**config.mk**
```make
export PLATFORM = sky130hd
export DESIGN_NAME = dmem_arbiter
export DESIGN_NICKNAME = d
export VERILOG_FILES = /design/src/rtl/dmem_arbiter.sv
export SDC_FILE = /design/constraint.sdc
export NUM_CORES = 1
export LEC_CHECK = 0
export BUFFER_PORTS_ARGS = -buffer_cell sky130_fd_sc_hd__clkbuf_2
export CORE_AREA = 2 2 117 119
export DETAILED_ROUTE_END_ITERATION = 16
export DIE_AREA = 0 0 119 121
export SLEW_MARGIN = 20
export SYNTH_ARGS = -nofsm -noshare
export SYNTH_HDL_FRONTEND = slang
export SYNTH_SLANG_ARGS = --single-unit
```
**constraint.sdc**
```tcl
create_clock -name clk -period 5 [get_ports clk]
set_clock_uncertainty 0.2 [all_clocks]
set_input_delay 1 -clock clk [delete_from_list [all_inputs] [get_ports clk]]
set_output_delay 1 -clock clk [all_outputs]
set_load 0.02 [all_outputs]
```
**src/rtl/dmem_arbiter.sv**
```systemverilog
// rtl/dmem_arbiter.sv - two-port data-memory arbiter with CPU priority and starvation guard
//
// Purpose:
//   Shares one single-ported data memory between the CPU MEM stage and an
//   external loader/debug port. The CPU wins conflicts until the external
//   port has been denied STARVE_LIM consecutive cycles, after which the
//   external port is forced through once. Read data is steered back to the
//   requester that issued the read, one cycle after the grant.
//
// Ports:
//   clk, rst                      clock, synchronous active-high reset
//   cpu_req/we/addr/wd            CPU access request
//   cpu_stall                     CPU request not accepted this cycle
//   cpu_rvalid, cpu_rd            CPU read return
//   ext_req/we/addr/wd            external access request (held until granted)
//   ext_gnt                       external request accepted this cycle
//   ext_rvalid, ext_rd            external read return
//   mem_en/we/addr/wd, mem_rd     memory port (read data one cycle after mem_en)

module dmem_arbiter #(
  parameter int STARVE_LIM = 4
) (
  input  logic        clk,
  input  logic        rst,
  input  logic        cpu_req,
  input  logic        cpu_we,
  input  logic [31:0] cpu_addr,
  input  logic [31:0] cpu_wd,
  output logic        cpu_stall,
  output logic        cpu_rvalid,
  output logic [31:0] cpu_rd,
  input  logic        ext_req,
  input  logic        ext_we,
  input  logic [31:0] ext_addr,
  input  logic [31:0] ext_wd,
  output logic        ext_gnt,
  output logic        ext_rvalid,
  output logic [31:0] ext_rd,
  output logic        mem_en,
  output logic        mem_we,
  output logic [31:0] mem_addr,
  output logic [31:0] mem_wd,
  input  logic [31:0] mem_rd
);

  localparam logic [3:0] LIM = 4'(STARVE_LIM);

  logic [3:0] wait_cnt_q, wait_cnt_d;
  logic       rd_pend_q, rd_pend_d;
  logic       rd_owner_q, rd_owner_d;   // 1 = external port owns the pending read

  logic ext_forced;
  logic gnt_cpu;
  logic gnt_ext;

  always_comb begin
    ext_forced = (wait_cnt_q >= LIM);

    // Reset masks both grants so no access leaks out while rst is high.
    gnt_cpu = !rst && cpu_req && !(ext_req && ext_forced);
    gnt_ext = !rst && ext_req && !gnt_cpu;

    mem_en   = gnt_cpu || gnt_ext;
    mem_we   = 1'b0;
    mem_addr = '0;
    mem_wd   = '0;
    if (gnt_cpu) begin
      mem_we   = cpu_we;
      mem_addr = cpu_addr;
      mem_wd   = cpu_wd;
    end else if (gnt_ext) begin
      mem_we   = ext_we;
      mem_addr = ext_addr;
      mem_wd   = ext_wd;
    end

    ext_gnt   = gnt_ext;
    cpu_stall = !rst && cpu_req && !gnt_cpu;

    // Starve counter: cleared by a grant, saturates while denied, and
    // holds when the external port withdraws its request.
    wait_cnt_d = wait_cnt_q;
    if (gnt_ext) begin
      wait_cnt_d = '0;
    end else if (ext_req && (wait_cnt_q < LIM)) begin
      wait_cnt_d = wait_cnt_q + 4'd1;
    end

    // Return tag is rewritten every cycle, so a pending read clears itself
    // unless a new read (from either owner) is granted right behind it.
    rd_pend_d  = mem_en && !mem_we;
    rd_owner_d = gnt_ext;

    // Masking with rst drops a return that was due in the reset cycle.
    cpu_rvalid = !rst && rd_pend_q && !rd_owner_q;
    ext_rvalid = !rst && rd_pend_q && rd_owner_q;
    cpu_rd     = cpu_rvalid ? mem_rd : '0;
    ext_rd     = ext_rvalid ? mem_rd : '0;
  end

  always_ff @(posedge clk) begin
    if (rst) begin
      wait_cnt_q <= '0;
      rd_pend_q  <= 1'b0;
      rd_owner_q <= 1'b0;
    end else begin
      wait_cnt_q <= wait_cnt_d;
      rd_pend_q  <= rd_pend_d;
      rd_owner_q <= rd_owner_d;
    end
  end

endmodule

```
==> metrics.yaml, run 1 <==
worst-path-max-fanout: 66
crit_type: "input pin to primary output"
ff2ff_path_depth: 3
hold_buffers: 0
fillers: 1473
grt_usage: 0.1121
syn-cell-area_um2: 1428
hp-class: "register to register"
worst_setup_path_start_kind: "input pin"
min_to: "wait_cnt_q[1]$_SDFFE_PP0P_"
drive_above_1_share: 0.6681
pin_count: 300
wl_um: 8823
viasPerCell: 3.922
finalPower_uw: 416.2
drtPass1Iterations: 4
final_core_util: 0.2355
synthMuxAreaShare: 0
end_kind: "primary output"
syn2layout_area_growth_pct: 115.9
ys_seq_area_frac: 0.08414
drtIter0Drc: 86
diodes: 0
synth-compound-area-share: 0.4286
worst_slew_pin_slew_ns: 0.9189
wl_per_cell_um: 13.79
period_share: 0.7582
overflow: 0
dieArea_um2: 14400
cts_sinks: 6
synthSimpleGateAreaFrac: 0.3637
grt_pass1_wl_um: 13000
fmax_mhz: 263.8
cts_setup_buffers: 0
whs_path_depth: 2
ir_drop_mv: 0.1437
leakagePower_uw: 0.001874
p_per_area_nw_per_um2: 135.1
clkSlewWorstSetupHoldPaths_ns: 0.03
avgSynthCellArea_um2: 7.844
hold_viol: 0
antenna_left: 0
ctsResizeCount: 0
maxCapViolCount: 0
tns_ns: 0
cts_made_buffers: 3
cts_buffer_depth: 2
postLayoutCellArea_um2: 3082
pre_cts_ws_ns: 1.241
synth-seq-cells: 6
htreeDepth: 1
cts_tree: "yes"
synth_fa_ha_area_frac: 0.008764
worst_slack_ns: 1.209
arrival_ns: 2.59
finalSetupViolations: 0
clock-root-buffer: "clkbuf_16"
relSlewSlack: 0.3874
cp.required_ns: 3.80
synth_xor_area_frac: 0
synth_top_area_frac: 0.3988
ys_types: 26
die_w_um: 119
grt_antenna_before_repair: 0
grt_max_degree: 67
timing.rr.start: "wait_cnt_q[2]$_SDFFE_PP0P_"
finalCriticalPeriod_ns: 3.791
rrSetupSlack_ns: 3.23
place_area_um2: 3007
dp_hpwl_um: 7729
hp-start: "wait_cnt_q[1]$_SDFFE_PP0P_"
syn_inst: 182
route.vias.total: 2510
grt_pass1_vias: 2370
rsz0062_at_grt: "false"
drc: 0
rr_endpoint: "rd_pend_q$_SDFF_PP0_"
routabilityCongestion: 0.7891
die_h_um: 121
nets: 633
ys.warnings.count: 0
syn-num-nets: 349
ys_top_cells_by_area: "a22o_1 (40%), and2_1 (28%), dfxtp_1 (8.4%)"
synth_top_family_by_area: "compound AO/OA/AOI/OAI gates"
initial_utilization: 0.1091
fp.coreArea_um2: 13090
io_buffers: 299
synth_largest_area_cell: "a22o_1"
clk_latency_ns: 0.22
drv_slew: 0
outcome: "complete, no violations"
num_rows: 42
[synthesized netlist by cell type]
library cell and instances:
a221oi_1 1, or4_1 1, nor2_2 1, or2_2 1, nor3_1 1, a21oi_1 4
nand4_1 2, dfxtp_1 6, nand2_1 1, nand2b_4 1, buf_4 2, a21oi_2 1
buf_6 8, and2_1 64, nor3b_1 1, and3b_1 1, o21ai_1 1, buf_2 8
and3b_4 1, a22o_1 65, inv_1 1, clkbuf_1 4, nor3b_2 1, nand2b_1 3
ha_1 1, nor2_1 1
[stage by stage]
stage / std cells / hold WS, ns
floorplan: 182 / 0.2533
global placement: 637 / 0.2735
detailed placement: 637 / 0.2757
CTS: 640 / 0.2801
global route: 640 / 0.3136
finish: 640 / 0.2763
[power by group]
part           switching, µW  leakage [µW]  internal (µW)
Sequential             0.860     0.0000490           49.8
Clock                   23.1     0.0000370            102
Combinational            133       0.00179            107
[layout by cell type (no fill, tap or decap)]
master     instances
nand2b_1           3
buf_4              2
dfxtp_1            6
a21oi_1            4
ha_1               1
clkbuf_2         299
and2_1            64
nor3_1             1
a22o_1            65
nor3b_2            1
nand2b_4           1
clkbuf_16          3
or4_1              1
nand2_1            1
nor3b_1            1
nand4_1            2
and3b_1            1
o21ai_1            1
nor2_2             1
a21oi_4            1
a221oi_1           1
inv_1              1
and3b_4            1
or2_2              1
nor2_1             1
[registers in the layout, indices dropped and copies added, names as in the netlist]
signal,flops
rd_owner_q,1
rd_pend_q,1
wait_cnt_q,4
[worst max path at each step]
stage                     startpoint            to  slack (ns)  cells past startpoint
after floorplan                  rst   mem_addr[0]        1.84                      6
after global placement           rst  mem_addr[21]        1.24                      4
after detailed placement     ext_req  mem_addr[23]        1.24                      5
after CTS                    ext_req  mem_addr[23]        1.24                      5
after global routing         ext_req  mem_addr[21]        1.08                      5
final                        ext_req  mem_addr[21]        1.21                      5
[worst max-delay path: stages]
cell      delay, ns
clkbuf_2       0.17
o21ai_1        0.12
and3b_4        0.73
a22o_1         0.34
clkbuf_2       0.20
[final cells by class]
cell class	count	area [µm²]	share of cell area
flip-flops and latches	6	120.1	0.03898
clock buffers	3	75.07	0.02436
multi-input cells	153	1151	0.3735
inverters	1	3.754	0.001218
well taps	176	220.2	0.07146
repair buffers	301	1511	0.4905
[logic make-up (layout without fill, tap and decap cells)]
group / Yosys count / after routing
fa+ha+maj: 1 / 1
simple gates: 80 / 80
flops: 6 / 6
compound gates: 72 / 72
buf+inv: 23 / 305
[metal layers]
layer  track usage  vias up  part of all wire
li1              -     1240                 -
met1        0.1440     1141              0.41
met2        0.1976      125              0.51
met3       0.02444        4             0.073
met4       0.01339        0            0.0049
met5             0        -                 0
Note: power is estimated with default switching activity, not from simulation.
==> inputs of run 2 (changes only) <==
Settings changed: CORE_AREA 2 2 117 119 to 2 2 118 120, DIE_AREA 0 0 119 121 to 0 0 120 122.
Clock period 5 ns to 3.9 ns, I/O delays scaled along.
==> run 2 against run 1 <==
Against the previous run:
- critical path depth is the same
- hold slack improved by 0.00070 ns
- critical endpoint is now mem_addr[0]
- sequential power is 28% higher
- final area up 1.3%
- non-clock buffer count is 3 higher
- largest cell class unchanged
- register-to-register slack got worse by 0.97 ns
- sequential cell count stayed put
- sequential share of layout area barely moved
- global-route usage is 1.3 points lower
- combinational power is 27% higher
- largest power group unchanged
- routed wire length shrank 7.5%
==> metrics.yaml, run 2 (synthesis results as in run 1) <==
cts_made_buffers: 3  # unchanged
regMostFlops: "wait_cnt_q"
outcome: "complete, no violations"
drtPass1Iterations: 4  # unchanged
ir_drop_mv: 0.1019  # -29%
worst_slack_ns: 0.6298  # -0.5793 ns
pre_cts_ws_ns: 0.6213  # -0.6196 ns
crit_type: "input pin to primary output"
layout_common_cells: "clkbuf_2 (299), a22o_1 (65), and2_1 (64)"
diodes: 0  # unchanged
syn2layout_area_growth_pct: 118.7
grt_max_degree: 68  # +1.5%
final_core_util: 0.2312  # -0.004345
worst_setup_path_start_kind: "input pin"
largest_reg_flops: 4  # unchanged
viasPerCell: 3.856  # -1.7%
hp-class: "register to register"
cts_tree: "yes"
cts_buffer_depth: 2  # unchanged
routabilityCongestion: 0.8768  # +11%
cts_setup_buffers: 0  # unchanged
p_per_area_nw_per_um2: 171.8  # +27%
grt_antenna_before_repair: 0  # unchanged
mostFrequentLayoutCell: "clkbuf_2"
clock-root-buffer: "clkbuf_16"
nets: 636  # +0.47%
leakagePower_uw: 0.001893  # +1.0%
path_cells: "clkbuf_2 -> and3b_4 -> buf_4 -> a22o_1 -> clkbuf_2"
hold_buffers: 0  # unchanged
dp_hpwl_um: 6904  # -11%
cts_sinks: 6  # unchanged
postLayoutCellArea_um2: 3122  # +1.3%
htreeDepth: 1  # unchanged
cp_num_buf_inv: 3  # +1
initial_utilization: 0.1057  # -0.003386
rsz0062_at_grt: "false"
drv_slew: 0  # unchanged
ctsResizeCount: 0  # unchanged
critPathTopFamily: "buffers and inverters"
worst-path-max-fanout: 38  # -42%
drive_above_1_share: 0.6702  # +0.002132
wl_per_cell_um: 12.61  # -8.5%
hold_viol: 0  # unchanged
critPathSlowestCell: "and3b_4"
fp.coreArea_um2: 13500  # +3.2%
route.vias.total: 2495  # -0.60%
tns_ns: 0  # unchanged
drtIter0Drc: 87  # +1.2%
finalCriticalPeriod_ns: 3.270
place_area_um2: 3047  # +1.3%
io_buffers: 299  # unchanged
wl_um: 8158  # -7.5%
dieArea_um2: 14640  # +1.7%
overflow: 0  # unchanged
top_regs: "wait_cnt_q x4, rd_owner_q x1, rd_pend_q x1"
die_w_um: 120  # +0.84%
worst_slew_pin_slew_ns: 0.4739  # -0.4450 ns
clkSlewWorstSetupHoldPaths_ns: 0.03  # about the same
relSlewSlack: 0.6841  # +0.2967
arrival_ns: 2.29  # -0.30 ns
drc: 0  # unchanged
die_h_um: 122  # +0.83%
pin_count: 300  # unchanged
antenna_left: 0  # unchanged
cp.required_ns: 2.92  # -0.88 ns
end_kind: "primary output"
fmax_mhz: 305.8
clk_latency_ns: 0.23  # about the same
finalPower_uw: 536.2  # +29%
grt_pass1_wl_um: 11750  # -9.6%
num_rows: 43  # +2.4%
cpPeakStageDelay_ns: 0.63  # -0.10 ns
period_share: 0.8385
maxCapViolCount: 0  # unchanged
finalSetupViolations: 0  # unchanged
grt_usage: 0.09949  # -0.01265
grt_pass1_vias: 2264  # -4.5%
crit_top_cell: "clkbuf_2"
==> run 2: layout make-up <==
| cell class | instances | area, µm² |
|---|---|---|
| clock buffer | 3 | 75.07 |
| fill | 1523 | 10380 |
| inverter | 1 | 3.754 |
| multi-input combinational | 153 | 1151 |
| sequential | 6 | 120.1 |
| tap | 180 | 225.2 |
| timing repair buffer | 304 | 1546 |
==> run 2: final timing paths <==
kind | start | to | slack [ns] | cells past startpoint
max | rst | mem_addr[0] | 0.63 | 5
min | wait_cnt_q[1]$_SDFFE_PP0P_ | wait_cnt_q[1]$_SDFFE_PP0P_ | 0.28 | 2
max reg2reg | wait_cnt_q[2]$_SDFFE_PP0P_ | rd_pend_q$_SDFF_PP0_ | 2.26 | 4
min reg2reg | wait_cnt_q[1]$_SDFFE_PP0P_ | wait_cnt_q[1]$_SDFFE_PP0P_ | 0.28 | 2
==> run 2: power breakdown <==
group / internal [µW] / leakage (µW) / switching (µW) / total [µW]
sequential: 63.8 / 0.0000490 / 1.11 / 64.9
clock: 132 / 0.0000370 / 34.9 / 166
combinational: 139 / 0.00181 / 166 / 305
==> run 2: worst min-delay path: stages (launching register included) <==
cell	delay [ns]
dfxtp_1	0.30
nand2b_1	0.06
a21oi_1	0.06
==> run 2: through the flow <==
stage | instances | hold WS [ns]
floorplan | 182 | 0.2533
global placement | 644 | 0.2684
detailed placement | 644 | 0.2734
CTS | 647 | 0.2793
global route | 647 | 0.3188
finish | 647 | 0.2770
==> run 2: per-layer routing <==
metal | wire length [µm] | part of all wire | global-route usage | vias to the layer above
li1 | - | - | - | 1248
met1 | 3298 | 0.40 | 0.1272 | 1109
met2 | 4111 | 0.50 | 0.1786 | 136
met3 | 740 | 0.091 | 0.02013 | 2
met4 | 8 | 0.00098 | 0.008824 | 0
met5 | 0 | 0 | 0 | -
==> inputs of run 3 (changes only) <==
Settings changed: CORE_AREA 2 2 118 120 to 2 2 115 117, DIE_AREA 0 0 120 122 to 0 0 117 119.
Clock period 3.9 ns to 2.85 ns, I/O delays scaled along.
==> run 3 against run 2 <==
Against the previous run:
- sequential power up 37%
- final area unchanged
- core utilization up 1.1 points
- die area fell by 4.9%
- hold slack better by 0.010 ns
- global-route usage grew 0.25 points
- first-iteration DRC count down 8.0%
- via count fell by 0.64%
- clock power rose by 38%
- critical path depth unchanged
- count of clock-buffer cells in the layout stayed put
- largest cell class unchanged
- highest routed layer unchanged
==> metrics.yaml, run 3 (synthesis results as in run 1) <==
rr_endpoint: "rd_pend_q$_SDFF_PP0_"
startpoint: "rst"
syn2layout_area_growth_pct: 118.7  # unchanged
pin_count: 300  # unchanged
die_h_um: 119  # -2.5%
final_cells: 642  # -0.77%
grt_max_degree: 68  # unchanged
dp_hpwl_um: 6782  # -1.8%
drv_slew: 0  # unchanged
maxCapViolCount: 0  # unchanged
cts_buffer_depth: 2  # unchanged
drtPass1Iterations: 4  # unchanged
finalSetupViolations: 0  # unchanged
finalPower_uw: 734.3  # +37%
clk_latency_ns: 0.23  # about the same
worst_setup_path_start_kind: "input pin"
critical_path.endpoint: "mem_wd[27]"
routabilityCongestion: 0.8414  # -4.0%
overflow: 0  # unchanged
ctsResizeCount: 0  # unchanged
drc: 0  # unchanged
crit_type: "input pin to primary output"
worst_slew_pin_slew_ns: 0.2994  # -0.1745 ns
grt_usage: 0.1020  # +0.002495
route.vias.total: 2479  # -0.64%
diodes: 0  # unchanged
drtIter0Drc: 80  # -8.0%
tns_ns: 0  # unchanged
cts_sinks: 6  # unchanged
viasPerCell: 3.861  # +0.13%
cts_setup_buffers: 0  # unchanged
fillers: 1425  # -6.4%
top_regs: "wait_cnt_q x4, rd_owner_q x1, rd_pend_q x1"
fp.coreArea_um2: 12870  # -4.7%
relSlewSlack: 0.8004  # +0.1163
drive_above_1_share: 0.6695  # -0.0007076
mostFrequentLayoutCell: "clkbuf_2"
p_per_area_nw_per_um2: 235.2  # +37%
initial_utilization: 0.1109  # +0.005168
wl_um: 8012  # -1.8%
rrSetupSlack_ns: 1.37  # -0.89 ns
nets: 635  # -0.16%
regMostFlops: "wait_cnt_q"
period_share: 0.8906
antenna_left: 0  # unchanged
htreeDepth: 1  # unchanged
hp-class: "register to register"
grt_antenna_before_repair: 0  # unchanged
rsz0062_at_grt: "false"
hold_buffers: 0  # unchanged
dieArea_um2: 13920  # -4.9%
outcome: "complete, no violations"
cts_made_buffers: 3  # unchanged
layout_common_cells: "clkbuf_2 (299), a22o_1 (65), and2_1 (64)"
timing.rr.start: "wait_cnt_q[2]$_SDFFE_PP0P_"
numPlacedInstances: 639  # -0.78%
ff2ff_path_depth: 4  # unchanged
cts_tree: "yes"
register_area_um2: 120.1  # unchanged
die_w_um: 117  # -2.5%
largest_reg_flops: 4  # unchanged
grt_pass1_vias: 2226  # -1.7%
arrival_ns: 1.77  # -0.52 ns
ir_drop_mv: 0.1545  # +52%
fmax_mhz: 394.0
end_kind: "primary output"
clkSlewWorstSetupHoldPaths_ns: 0.03  # about the same
hold_viol: 0  # unchanged
leakagePower_uw: 0.001891  # about the same
multi_input_area_um2: 1151  # unchanged
clock-root-buffer: "clkbuf_16"
worst-path-max-fanout: 66  # +74%
wl_per_cell_um: 12.48  # -1.0%
cp.required_ns: 2.08  # -0.84 ns
io_buffers: 299  # unchanged
grt_pass1_wl_um: 11470  # -2.3%
num_rows: 42  # -2.3%
finalCriticalPeriod_ns: 2.538
[run 3: cell types whose count changed in the layout (fill, tap and decap cells not counted)]
cell / delta
buf_4: -2
buf_12: +1
[run 3: critical path, cell delays in order]
cell	delay [ns]
clkbuf_2	0.17
and3b_4	0.34
buf_12	0.26
a22o_1	0.23
clkbuf_2	0.18
[run 3: worst min path at each step]
| stage | slack, ns | cells after the start | startpoint | endpoint |
|---|---|---|---|---|
| after CTS | 0.29 | 2 | wait_cnt_q[1]$_SDFFE_PP0P_ | wait_cnt_q[1]$_SDFFE_PP0P_ |
| final | 0.29 | 2 | wait_cnt_q[1]$_SDFFE_PP0P_ | wait_cnt_q[1]$_SDFFE_PP0P_ |
| after global placement | 0.27 | 2 | wait_cnt_q[1]$_SDFFE_PP0P_ | wait_cnt_q[1]$_SDFFE_PP0P_ |
| after detailed placement | 0.28 | 2 | wait_cnt_q[1]$_SDFFE_PP0P_ | wait_cnt_q[1]$_SDFFE_PP0P_ |
| after floorplan | 0.25 | 2 | wait_cnt_q[1]$_SDFFE_PP0P_ | wait_cnt_q[1]$_SDFFE_PP0P_ |
| after global routing | 0.33 | 2 | wait_cnt_q[1]$_SDFFE_PP0P_ | wait_cnt_q[1]$_SDFFE_PP0P_ |
[run 3: final cells by class]
cell class | count | area share
clock buffers | 3 | 0.02405
repair buffers | 303 | 0.4970
multi-input cells | 153 | 0.3687
flip-flops and latches | 6 | 0.03848
well taps | 176 | 0.07054
inverters | 1 | 0.001202
[run 3: through the flow]
step | util | hold WS (ns) | setup WS (ns) | instance area [µm²]
finish | 0.2425 | 0.2871 | 0.3118 | 3122
global route | 0.2425 | 0.3295 | 0.2258 | 3122
CTS | 0.2425 | 0.2904 | 0.3022 | 3122
detailed placement | 0.2366 | 0.2846 | 0.3030 | 3047
global placement | 0.2366 | 0.2723 | 0.3061 | 3047
floorplan | - | 0.2533 | 0.5464 | 1428
[run 3: where the power goes]
| part | internal, µW | total (µW) | switching [µW] |
|---|---|---|---|
| registers | 87.3 | 88.9 | 1.54 |
| clock network | 180 | 229 | 49.1 |
| logic | 191 | 416 | 225 |
[run 3: routing by layer]
metal,up-vias,part of all wire,global-route usage
met5,-,0,0
met3,10,0.083,0.02290
met4,0,0.011,0.02059
met1,1088,0.39,0.1194
met2,134,0.51,0.1871
li1,1247,-,-
